`config.mk`:
```
export PLATFORM = sky130hd
export DESIGN_NAME = spi_reg_bank_flat
export DESIGN_NICKNAME = d
export VERILOG_FILES = /design/src/rtl/spi_reg_pkg.sv /design/src/rtl/spi_reg_bank_if.sv /design/src/rtl/spi_sync_edge.sv /design/src/rtl/spi_reg_bank.sv /design/src/flat_wrapper.sv
export SDC_FILE = /design/constraint.sdc
export NUM_CORES = 1
export LEC_CHECK = 0
export ABC_CLOCK_PERIOD_IN_PS = 2200
export CORE_ASPECT_RATIO = 1.25
export CORE_UTILIZATION = 25
export DETAILED_ROUTE_END_ITERATION = 16
export REMOVE_ABC_BUFFERS = 1
export SYNTH_ARGS = -nofsm -noshare
export SYNTH_HDL_FRONTEND = slang
export SYNTH_SLANG_ARGS = --single-unit
```
`constraint.sdc`:
```
create_clock -name clk -period 2.2 [get_ports clk]
set_clock_uncertainty 0.1 [all_clocks]
set_input_delay 0.22 -clock clk [delete_from_list [all_inputs] [get_ports clk]]
set_output_delay 0.22 -clock clk [all_outputs]
set_load 0.05 [all_outputs]
```
`src/rtl/spi_reg_pkg.sv`:
```
// Shared types and constants for the SPI register bank.
// FSM state encodings and the frame-width helper live here.
// Imported by spi_reg_bank; carries no logic of its own.
package spi_reg_pkg;

  typedef logic [1:0] state_t;

  localparam state_t ST_IDLE = 2'd0;
  localparam state_t ST_HDR  = 2'd1;
  localparam state_t ST_DATA = 2'd2;
  localparam state_t ST_DONE = 2'd3;

  // Total frame length: RW bit, address field, data field.
  function automatic int frame_w(input int addr_w, input int data_w);
    return 1 + addr_w + data_w;
  endfunction

endpackage

```
`src/rtl/spi_reg_bank_if.sv`:
```
// SPI pin bundle between a controller (master) and the register bank (slave).
// Combinational wires only; no latency of its own.
// No backpressure: SPI is fully controller-paced.
interface spi_reg_bank_if;
  logic sclk;
  logic copi;
  logic ncs;
  logic cipo;
  logic cipo_oe;

  modport master (output sclk, output copi, output ncs, input cipo, input cipo_oe);
  modport slave  (input sclk, input copi, input ncs, output cipo, output cipo_oe);
endinterface

```
`src/rtl/spi_sync_edge.sv`:
```
// Multi-flop synchroniser for one asynchronous pin, with rise/fall pulses.
// Latency: SYNC_LEN clk to sync_o; rise_o/fall_o are combinational off sync_o.
// No backpressure; pulses are one clk wide.
module spi_sync_edge #(
  parameter int SYNC_LEN = 2
) (
  input  logic clk,
  input  logic rst,
  input  logic async_i,
  output logic sync_o,
  output logic rise_o,
  output logic fall_o
);

  logic [SYNC_LEN-1:0] sync_q;
  logic                prev_q;

  // Shift the pin through the synchroniser chain and keep the previous level for edge detection.
  always_ff @(posedge clk) begin
    if (rst) begin
      sync_q <= '0;
      prev_q <= 1'b0;
    end else begin
      sync_q <= {sync_q[SYNC_LEN-2:0], async_i};
      prev_q <= sync_q[SYNC_LEN-1];
    end
  end

  assign sync_o = sync_q[SYNC_LEN-1];
  assign rise_o = sync_q[SYNC_LEN-1] & ~prev_q;
  assign fall_o = ~sync_q[SYNC_LEN-1] & prev_q;

endmodule

```
`src/rtl/spi_reg_bank.sv`:
```
// SPI mode-0 peripheral driving NUM_REGS x DATA_W config registers, with read-back, err and wr_stb.
// Latency: ~SYNC_LEN+1 clk pin-to-action; commit/wr_stb/err one clk after synchronised ncs rise.
// No backpressure (controller-paced). Optional burst mode: define SPI_BURST_EN.
module spi_reg_bank
  import spi_reg_pkg::*;
#(
  parameter int DATA_W   = 8,
  parameter int ADDR_W   = 7,
  parameter int NUM_REGS = 5,
  parameter int SYNC_LEN = 2
) (
  input  logic                       clk,
  input  logic                       rst,
  spi_reg_bank_if.slave              spi,
  output logic [NUM_REGS*DATA_W-1:0] regs,
  output logic [NUM_REGS-1:0]        wr_stb,
  output logic                       err
);

  localparam int CNT_W = $clog2(frame_w(ADDR_W, DATA_W)) + 1;

  logic sclk_rise, sclk_fall, sclk_lvl;
  logic copi_s, copi_rise, copi_fall;
  logic ncs_rise, ncs_fall, ncs_lvl;

  spi_sync_edge #(.SYNC_LEN(SYNC_LEN)) u_sync_sclk (
    .clk(clk), .rst(rst), .async_i(spi.sclk), .sync_o(sclk_lvl), .rise_o(sclk_rise), .fall_o(sclk_fall));
  spi_sync_edge #(.SYNC_LEN(SYNC_LEN)) u_sync_copi (
    .clk(clk), .rst(rst), .async_i(spi.copi), .sync_o(copi_s), .rise_o(copi_rise), .fall_o(copi_fall));
  spi_sync_edge #(.SYNC_LEN(SYNC_LEN)) u_sync_ncs (
    .clk(clk), .rst(rst), .async_i(spi.ncs), .sync_o(ncs_lvl), .rise_o(ncs_rise), .fall_o(ncs_fall));

  // Only edges of sclk/ncs and the level of copi matter.
  logic unused_sync;
  assign unused_sync = ^{sclk_lvl, copi_rise, copi_fall, ncs_lvl};

  state_t              state_q, state_d;
  logic [CNT_W-1:0]    bit_cnt_q, bit_cnt_d;
  logic [ADDR_W-1:0]   hdr_q, hdr_d;
  logic [DATA_W-1:0]   dat_q, dat_d;
  logic                rw_q, rw_d;
  logic [ADDR_W-1:0]   addr_q, addr_d;
  logic                ovr_q, ovr_d;    // overrun, or (burst) a word landed past the last register
  logic [DATA_W-2:0]   rd_sr_q, rd_sr_d; // read bits still to be shown after the one on cipo
  logic                cipo_q, cipo_d;
  logic                oe_q, oe_d;
  logic [DATA_W-1:0]   regs_q [NUM_REGS];
  logic [DATA_W-1:0]   regs_d [NUM_REGS];
  logic [NUM_REGS-1:0] stb_q, stb_d;
  logic                err_q, err_d;
`ifdef SPI_BURST_EN
  logic                word_q, word_d;  // at least one full word seen in this burst
`endif

  logic [ADDR_W:0]     hdr_new;
  logic [DATA_W-1:0]   dat_new;
  logic [ADDR_W-1:0]   rd_addr;
  logic [DATA_W-1:0]   rd_word;

  function automatic logic addr_ok(input logic [ADDR_W-1:0] a);
    return int'(a) < NUM_REGS;
  endfunction

  // Read mux: register at rd_addr, zero for unimplemented addresses.
  always_comb begin
    hdr_new = {hdr_q, copi_s};
    dat_new = {dat_q[DATA_W-2:0], copi_s};
`ifdef SPI_BURST_EN
    rd_addr = (state_q == ST_HDR) ? hdr_new[ADDR_W-1:0] : addr_q + 1'b1;
`else
    rd_addr = hdr_new[ADDR_W-1:0];
`endif
    rd_word = '0;
    for (int k = 0; k < NUM_REGS; k++) begin
      if (int'(rd_addr) == k) rd_word = regs_q[k];
    end
  end

  // Frame FSM: ncs rise has priority over ncs fall, which has priority over sclk edges.
  always_comb begin
    state_d   = state_q;
    bit_cnt_d = bit_cnt_q;
    hdr_d     = hdr_q;
    dat_d     = dat_q;
    rw_d      = rw_q;
    addr_d    = addr_q;
    ovr_d     = ovr_q;
    rd_sr_d   = rd_sr_q;
    cipo_d    = cipo_q;
    oe_d      = oe_q;
    regs_d    = regs_q;
    stb_d     = '0;
    err_d     = 1'b0;
`ifdef SPI_BURST_EN
    word_d    = word_q;
`endif
    if (ncs_rise) begin
      state_d = ST_IDLE;
      oe_d    = 1'b0;
      cipo_d  = 1'b0;
      case (state_q)
        ST_HDR: err_d = 1'b1;
`ifdef SPI_BURST_EN
        // Words already committed as they completed; only judge the frame here.
        ST_DATA: err_d = (bit_cnt_q != '0) || !word_q || ovr_q;
`else
        ST_DATA: err_d = 1'b1;
        ST_DONE: begin
          if (ovr_q || !addr_ok(addr_q)) begin
            err_d = 1'b1;
          end else if (rw_q) begin
            for (int k = 0; k < NUM_REGS; k++) begin
              if (int'(addr_q) == k) begin
                regs_d[k] = dat_q;
                stb_d[k]  = 1'b1;
              end
            end
          end
        end
`endif
        default: ;
      endcase
    end else if (ncs_fall) begin
      // Start of frame, or a glitch mid-frame: restart the header either way.
      state_d   = ST_HDR;
      bit_cnt_d = '0;
      hdr_d     = '0;
      dat_d     = '0;
      ovr_d     = 1'b0;
      oe_d      = 1'b0;
      cipo_d    = 1'b0;
`ifdef SPI_BURST_EN
      word_d    = 1'b0;
`endif
    end else begin
      case (state_q)
        ST_HDR: begin
          if (sclk_rise) begin
            hdr_d     = hdr_new[ADDR_W-1:0];
            bit_cnt_d = bit_cnt_q + 1'b1;
            if (bit_cnt_q == CNT_W'(ADDR_W)) begin
              rw_d      = hdr_new[ADDR_W];
              addr_d    = hdr_new[ADDR_W-1:0];
              bit_cnt_d = '0;
              state_d   = ST_DATA;
              if (!hdr_new[ADDR_W] && addr_ok(hdr_new[ADDR_W-1:0])) begin
                rd_sr_d = rd_word[DATA_W-2:0];
                cipo_d  = rd_word[DATA_W-1];
                oe_d    = 1'b1;
              end
            end
          end
        end
        ST_DATA: begin
          if (sclk_rise) begin
            dat_d     = dat_new;
            bit_cnt_d = bit_cnt_q + 1'b1;
            if (bit_cnt_q == CNT_W'(DATA_W - 1)) begin
`ifdef SPI_BURST_EN
              bit_cnt_d = '0;
              word_d    = 1'b1;
              addr_d    = addr_q + 1'b1;
              if (addr_ok(addr_q) && !ovr_q) begin
                if (rw_q) begin
                  for (int k = 0; k < NUM_REGS; k++) begin
                    if (int'(addr_q) == k) begin
                      regs_d[k] = dat_new;
                      stb_d[k]  = 1'b1;
                    end
                  end
                end
              end else begin
                ovr_d = 1'b1;
              end
              if (!rw_q) begin
                rd_sr_d = ovr_d ? '0 : rd_word[DATA_W-2:0];
                cipo_d  = oe_q & ~ovr_d & rd_word[DATA_W-1];
              end
`else
              state_d = ST_DONE;
`endif
            end
          end else if (sclk_fall && oe_q && bit_cnt_q != '0) begin
            // The fall right after a (re)load must not shift: the MSB is still unsampled.
            cipo_d  = rd_sr_q[DATA_W-2];
            rd_sr_d = rd_sr_q << 1;
          end
        end
        ST_DONE: begin
          if (sclk_rise) ovr_d = 1'b1;
        end
        default: ;
      endcase
    end
  end

  // State and output registers.
  always_ff @(posedge clk) begin
    if (rst) begin
      state_q   <= ST_IDLE;
      bit_cnt_q <= '0;
      hdr_q     <= '0;
      dat_q     <= '0;
      rw_q      <= 1'b0;
      addr_q    <= '0;
      ovr_q     <= 1'b0;
      rd_sr_q   <= '0;
      cipo_q    <= 1'b0;
      oe_q      <= 1'b0;
      stb_q     <= '0;
      err_q     <= 1'b0;
      for (int k = 0; k < NUM_REGS; k++) regs_q[k] <= '0;
`ifdef SPI_BURST_EN
      word_q    <= 1'b0;
`endif
    end else begin
      state_q   <= state_d;
      bit_cnt_q <= bit_cnt_d;
      hdr_q     <= hdr_d;
      dat_q     <= dat_d;
      rw_q      <= rw_d;
      addr_q    <= addr_d;
      ovr_q     <= ovr_d;
      rd_sr_q   <= rd_sr_d;
      cipo_q    <= cipo_d;
      oe_q      <= oe_d;
      stb_q     <= stb_d;
      err_q     <= err_d;
      for (int k = 0; k < NUM_REGS; k++) regs_q[k] <= regs_d[k];
`ifdef SPI_BURST_EN
      word_q    <= word_d;
`endif
    end
  end

  for (genvar g = 0; g < NUM_REGS; g++) begin : g_regs
    assign regs[g*DATA_W +: DATA_W] = regs_q[g];
  end

  assign wr_stb      = stb_q;
  assign err         = err_q;
  assign spi.cipo    = cipo_q;
  assign spi.cipo_oe = oe_q;

endmodule
```
`src/flat_wrapper.sv`:
```
// flat-port wrapper written by rule: the top's interface ports become plain ports
module spi_reg_bank_flat import spi_reg_pkg::*;
#(
  parameter int DATA_W   = 8,
  parameter int ADDR_W   = 7,
  parameter int NUM_REGS = 5,
  parameter int SYNC_LEN = 2
)
  (clk, rst, regs, wr_stb, err, spi_sclk, spi_copi, spi_ncs, spi_cipo, spi_cipo_oe);
  spi_reg_bank_if spi_i ();
  input  logic clk;
  input  logic rst;
  output logic [NUM_REGS*DATA_W-1:0] regs;
  output logic [NUM_REGS-1:0] wr_stb;
  output logic err;
  input wire logic [$bits(spi_i.sclk)-1:0] spi_sclk;
  input wire logic [$bits(spi_i.copi)-1:0] spi_copi;
  input wire logic [$bits(spi_i.ncs)-1:0] spi_ncs;
  output wire logic [$bits(spi_i.cipo)-1:0] spi_cipo;
  output wire logic [$bits(spi_i.cipo_oe)-1:0] spi_cipo_oe;
  assign spi_i.sclk = spi_sclk;
  assign spi_i.copi = spi_copi;
  assign spi_i.ncs = spi_ncs;
  assign spi_cipo = spi_i.cipo;
  assign spi_cipo_oe = spi_i.cipo_oe;
  spi_reg_bank #(.DATA_W(DATA_W), .ADDR_W(ADDR_W), .NUM_REGS(NUM_REGS), .SYNC_LEN(SYNC_LEN)) u_core (.clk(clk), .rst(rst), .spi(spi_i), .regs(regs), .wr_stb(wr_stb), .err(err));
endmodule
```
==> metrics <==
Clk pin slew, worst setup/hold paths 60 ps; prevailing post-synth register cell dfxtp_1; Max Root-Sink Buffers 2; setup total negative slack 0 ps; Total Routed Length 11900 um; CTS tree built; dpl cell area 5060 um2; CP bufs+invs 1; Max Clock Freq 470 MHz; commonest cells after routing, fill and taps aside dfxtp_1, nor2_1, clkdlybuf4s50_1, mux2i_1, buf_4; fill count 1635; final count of hold timing violations 0; Finish-stage setup viols 0; Crit path top cell by count a2111oi_4; slew of the pin with the lowest slew margin 568 ps; startpoint types flip-flop; number of synthesized register bits 94; via count 3682; r2r setup slk 70 ps; Rows 52; area grow syn2layout 32.4%; Overall Global Routing Usage 14.0%; ANT nets after route 0; Die W 118 um; Netlist cell types 59; GP Congestion 0.807; post-synthesis sequential area ratio 44.9%; area of the multi-input gates 2180 um2; Slew Viols, Final 0; WP depth 6; endpoint class of the critical path flip-flop; top cell family by delay on the critical path simple AND/OR/NAND/NOR gates; ys async rst share 0%; Port Buffers 52; Core Footprint 16300 um2; Power Total 3500 uW; Worst-Skew Late Latency 350 ps; Hold Crit Depth 2; Yosys Warn Count 0; fin util 34.0%; first-pass GRT wire length 19100 um; Initial DRC Count 197; Worst Setup Path Type reg -> reg; number of buffers created by CTS 9; NumNets Final 557; Die ar. 17300 um2; most common cell after layout, fill and taps aside dfxtp_1; RR Startpoint u_core.hdr_q[5]; via/cell ratio 4.81; Max-cap violations 0; Cells after Synth 468; Post-synth EDFFs 0; # H-tree levels 3; DP Cell Count 741; initial antenna violation count 0; mean routed wirelength per cell 15.5 um; worst reg2reg path endpoint u_core.rd_sr_q[3]; Max VDD drop 298 uV; worst hold endpoint u_core.u_sync_ncs.prev_q; share of the synthesized area in the top cell type 44.9%; flip-flop and latch area 1880 um2; clock sinks 94; critical path, cell by cell or4_4, a2111oi_4, nand4_4, buf_4, a2111oi_4, nor3_1; TritonRoute pass-1 iters 4; Final Critical Period 2130 ps; Slew HR 61.9%; vias in the first global route 3667; top post-synthesis cells by area dfxtp_1, mux2i_1, nor2_1, a21oi_1, nand3_1; post-synthesis cell area 4190 um2; worst hold start rst; status finished clean; syn avg cell area 8.96 um2; worst min path class in -> reg; path depth of the worst reg2reg path 6; GRT Residual Overflow 0; Yosys top cell by area dfxtp_1; DP Wirelength 8640 um; pwr/cell area 630 nW/um2; Post-CTS Hold Buffers 0; largest net degree at the start of global routing 50; non-filler instance count after layout 765; WP data arrival 2240 ps; Initial Util 25.7%; Max FO, Critical Path 7; io pins 53; diodes inserted 0; final non-filler cell area 5550 um2; critical path's largest stage delay 550 ps; Req. time, crit path 2320 ps; Die Span Y 147 um; Crit. Startpoint u_core.hdr_q[5]; period utilization 96.6%; share of layout cells above drive strength 1 16.0%; CTS root buffer clkbuf_16; leak pwr 0.00210 uW; slowest CP cell or4_4; DR DRC count 0
[worst reg2reg max path, stage by stage, from the launching register on]
cell	delay (ps)
dfxtp_1	310
or4_4	550
a2111oi_4	360
nand4_4	230
buf_4	210
a2111oi_4	180
nor3_1	70
[cell families (layout without fill, tap and decap cells)]
logic type | after synthesis | after routing | share of synthesized area, %
multiplexers | 43 | 43 | 10.3
AND/OR/NAND/NOR | 177 | 177 | 20.9
adder cells (fa/ha/maj) | 8 | 8 | 2.39
buffers and inverters | 49 | 130 | 6.29
AO/OA/AOI/OAI | 97 | 97 | 15.2
flip-flops | 94 | 94 | 44.9
[how the worst max path moves through the flow]
stage | endpoint | slack, ps
6_report | u_core.rd_sr_q[3] | 70
5_1_grt | u_core.rd_sr_q[4] | -30
4_1_cts | u_core.rd_sr_q[4] | -20
3_5_place_dp | u_core.rd_sr_q[4] | -140
3_3_place_gp | u_core.rd_sr_q[4] | -30
2_1_floorplan | u_core.regs[10] | -730
[layout make-up]
| type | instances | area share, % |
|---|---|---|
| well taps | 216 | 4.87 |
| inverters | 17 | 1.15 |
| clock inverters | 4 | 0.563 |
| flip-flops and latches | 94 | 33.9 |
| multi-input cells | 325 | 39.2 |
| clock buffers | 12 | 4.62 |
| repair buffers | 97 | 15.6 |
[through the flow]
step	hold WS [ps]	setup slack, ps
final	86.6	74.5
after floorplan	187	-727
after CTS	90.9	-16.8
after global routing	102	-26.5
after global placement	318	-29.4
after detailed placement	324	-140
[synthesized netlist by cell type, types with 4 or more instances]
cell      count
nor4b_1       5
a31oi_1       4
inv_1        16
o211ai_1      4
a21oi_1      40
nand3_1      30
or3_1         6
nor2_1       63
nor3_1       11
mux2i_1      42
nand2_1      28
nor4_1        4
ha_1          8
o21ai_0      16
clkbuf_1     19
nor2b_1      13
dfxtp_1      94
[timing repair]
item / 4_1_cts / 5_1_grt
setup buffers: 2 / 6
resized for setup: 9 / 18
setup endpoints to repair: 21 / 29
gates cloned: 0 / 0
pin swaps: 0 / 8
[layer usage]
metal | global-route usage [%] | share of wire, % | up-vias
li1 | - | - | 1818
met1 | 16.3 | 43 | 1758
met2 | 24.6 | 51 | 86
met3 | 2.80 | 3.8 | 20
met4 | 6.15 | 2.2 | 0
met5 | 0 | 0 | -
[where the power goes]
| part | total (uW) | internal, uW | switching [uW] | leakage, uW |
|---|---|---|---|---|
| Clock | 1490 | 830 | 661 | 0.000131 |
| Combinational | 263 | 113 | 150 | 0.00121 |
| Sequential | 1740 | 1730 | 18.1 | 0.000760 |
| Total | 3500 | 2670 | 830 | 0.00210 |
[sequential cells by signal, indices dropped and copies added, names as in the netlist, 2 cells and up]
signal,flops
u_core.state_q,2
u_core.u_sync_sclk.sync_q,2
u_core.dat_q,8
u_core.bit_cnt_q,5
u_core.rd_sr_q,7
u_core.wr_stb,5
u_core.u_sync_copi.sync_q,2
u_core.u_sync_ncs.sync_q,2
u_core.addr_q,7
u_core.regs,40
u_core.hdr_q,7
Note: power is estimated with default switching activity, not from simulation.
==> RTL edit, RTL diff (same settings) <==
`dat_q` no longer has a reset.
--- a/src/rtl/spi_reg_bank.sv
+++ b/src/rtl/spi_reg_bank.sv
@@ -202,3 +202,2 @@
       hdr_q     <= '0;
-      dat_q     <= '0;
       rw_q      <= 1'b0;
@@ -219,3 +218,2 @@
       hdr_q     <= hdr_d;
-      dat_q     <= dat_d;
       rw_q      <= rw_d;
@@ -235,2 +233,6 @@
 
+  always_ff @(posedge clk) begin
+    dat_q <= dat_d;
+  end
+
   for (genvar g = 0; g < NUM_REGS; g++) begin : g_regs
Behaviour: no difference found for any inputs over 10 cycles, from zero or initial values and one cycle with rst high; that may be too few to reach the edited logic, so the function may still have changed.
==> RTL edit against the unedited design <==
Routed wire length decreased by 15%. Fmax shrank 1.2%. Worst setup slack got worse by 0.025 ns. Total power is 2.1% lower. Final area down 6.8%. Synthesized cell count is 10% lower. Die area decreased by 4.7%. Sequential cell count did not move. Global-route usage down 0.98 points. Synthesized area shrank 4.8%. Hold slack improved by 0.072 ns. Critical path type unchanged. Critical endpoint is now u_core.spi.cipo$_SDFFE_PP0P_. Largest power group unchanged.
==> RTL edit: results (changes against the unedited design) <==
met2 wire len - 4853 microns (-20%)
first-pass GRT wire length - 16440 microns (-14%)
post-synthesis adder-cell area fraction - 2.506% (+0.12 points)
mux share of post-synthesis cell area - 11.12% (+0.83 points)
WHS - 0.1588 ns (+0.07225 ns)
M2 GR Usage - 21.40% (-3.2 points)
hpwl dp - 7408 microns (-14%)
met1 Usage GRT - 16.07% (-0.21 points)
Logic pwr share - 6.1% (-1.4 points)
worst reg2reg path startpoint - u_core.hdr_q[2]$_SDFFE_PP0P_
status - complete, no violations
GRT Overall Usage - 12.99% (-0.98 points)
largest net degree at the start of global routing - 33 (-34%)
DP Cell Count - 679 (-8.4%)
drt total wl - 10090 microns (-15%)
Fillers - 1607 (-1.7%)
Post-Synthesis Cells - 421 (-10%)
layout cells sized above 1 - 13.20% (-2.8 points)
placed inst area - 4836 sq um (-4.5%)
R2R cell count - 5 (-1)
leakage - 1.899 nW (-9.5%)
Post-Place Setup Slack - 0.04987 ns (+0.1894 ns)
synth cell count leaders - dfxtp_1 (86), nor2_1 (48), nand2_1 (47)
Yosys cell types - 47 (-20%)
Worst EP arrival - 2.30 ns (+0.06 ns)
Pint - 2.605 mW (-2.4%)
global-route met3 utilization - 2.910% (+0.12 points)
number of global-route vias before repair - 3165 (-14%)
Synth Area in XOR/XNOR - 0.6579% (+0.66 points)
register area share after synthesis - 49.12% (+4.3 points)
Peak VDD IR - 0.2479 mV (-17%)
Placer Congestion - 0.8513 (+5.4%)
peak per-stage delay on the critical path - 0.60 ns (+0.05 ns)
worst-margin pin slew - 0.5148 ns (-0.05358 ns)
maximum fanout along the worst path - 5 (-2)
fin crit share - 97.74% (+1.1 points)
met1 wire length - 4597 microns (-9.3%)
Synth area leaders - dfxtp_1 (43%), mux2i_1 (8.0%), edfxtp_1 (6.0%)
Worst Setup EP - u_core.spi.cipo$_SDFFE_PP0P_
non-filler cells, final - 697 (-8.9%)
Pwr Total - 3.424 mW (-2.1%)
[RTL edit: cell types whose count changed in the layout (fill, tap and decap cells not counted), moves of 9 or more]
cell	before	now
nand3_1	30	20
nor3_1	10	1
buf_4	41	24
nand2_1	28	46
a22o_1	0	9
mux2i_1	42	32
nor2_1	63	47
o21ai_0	16	4
[RTL edit: final cells by class]
| type | count | area (sq um) | area share, % |
|---|---|---|---|
| Clock buffer | 10 | 229.0 | 4.426 |
| Clock inverter | 6 | 47.55 | 0.9190 |
| Inverter | 14 | 52.55 | 1.016 |
| Multi-Input combinational cell | 284 | 1908 | 36.88 |
| Sequential cell | 94 | 1964 | 37.97 |
| Tap cell | 212 | 265.3 | 5.127 |
| Timing Repair Buffer | 77 | 706.9 | 13.66 |
[RTL edit: repair_timing]
action                     CTS  global route
hold endpoints to repair     0             0
hold buffers                 0             0
resized for setup            0            12
setup endpoints to repair    0            31
setup buffers                0             2
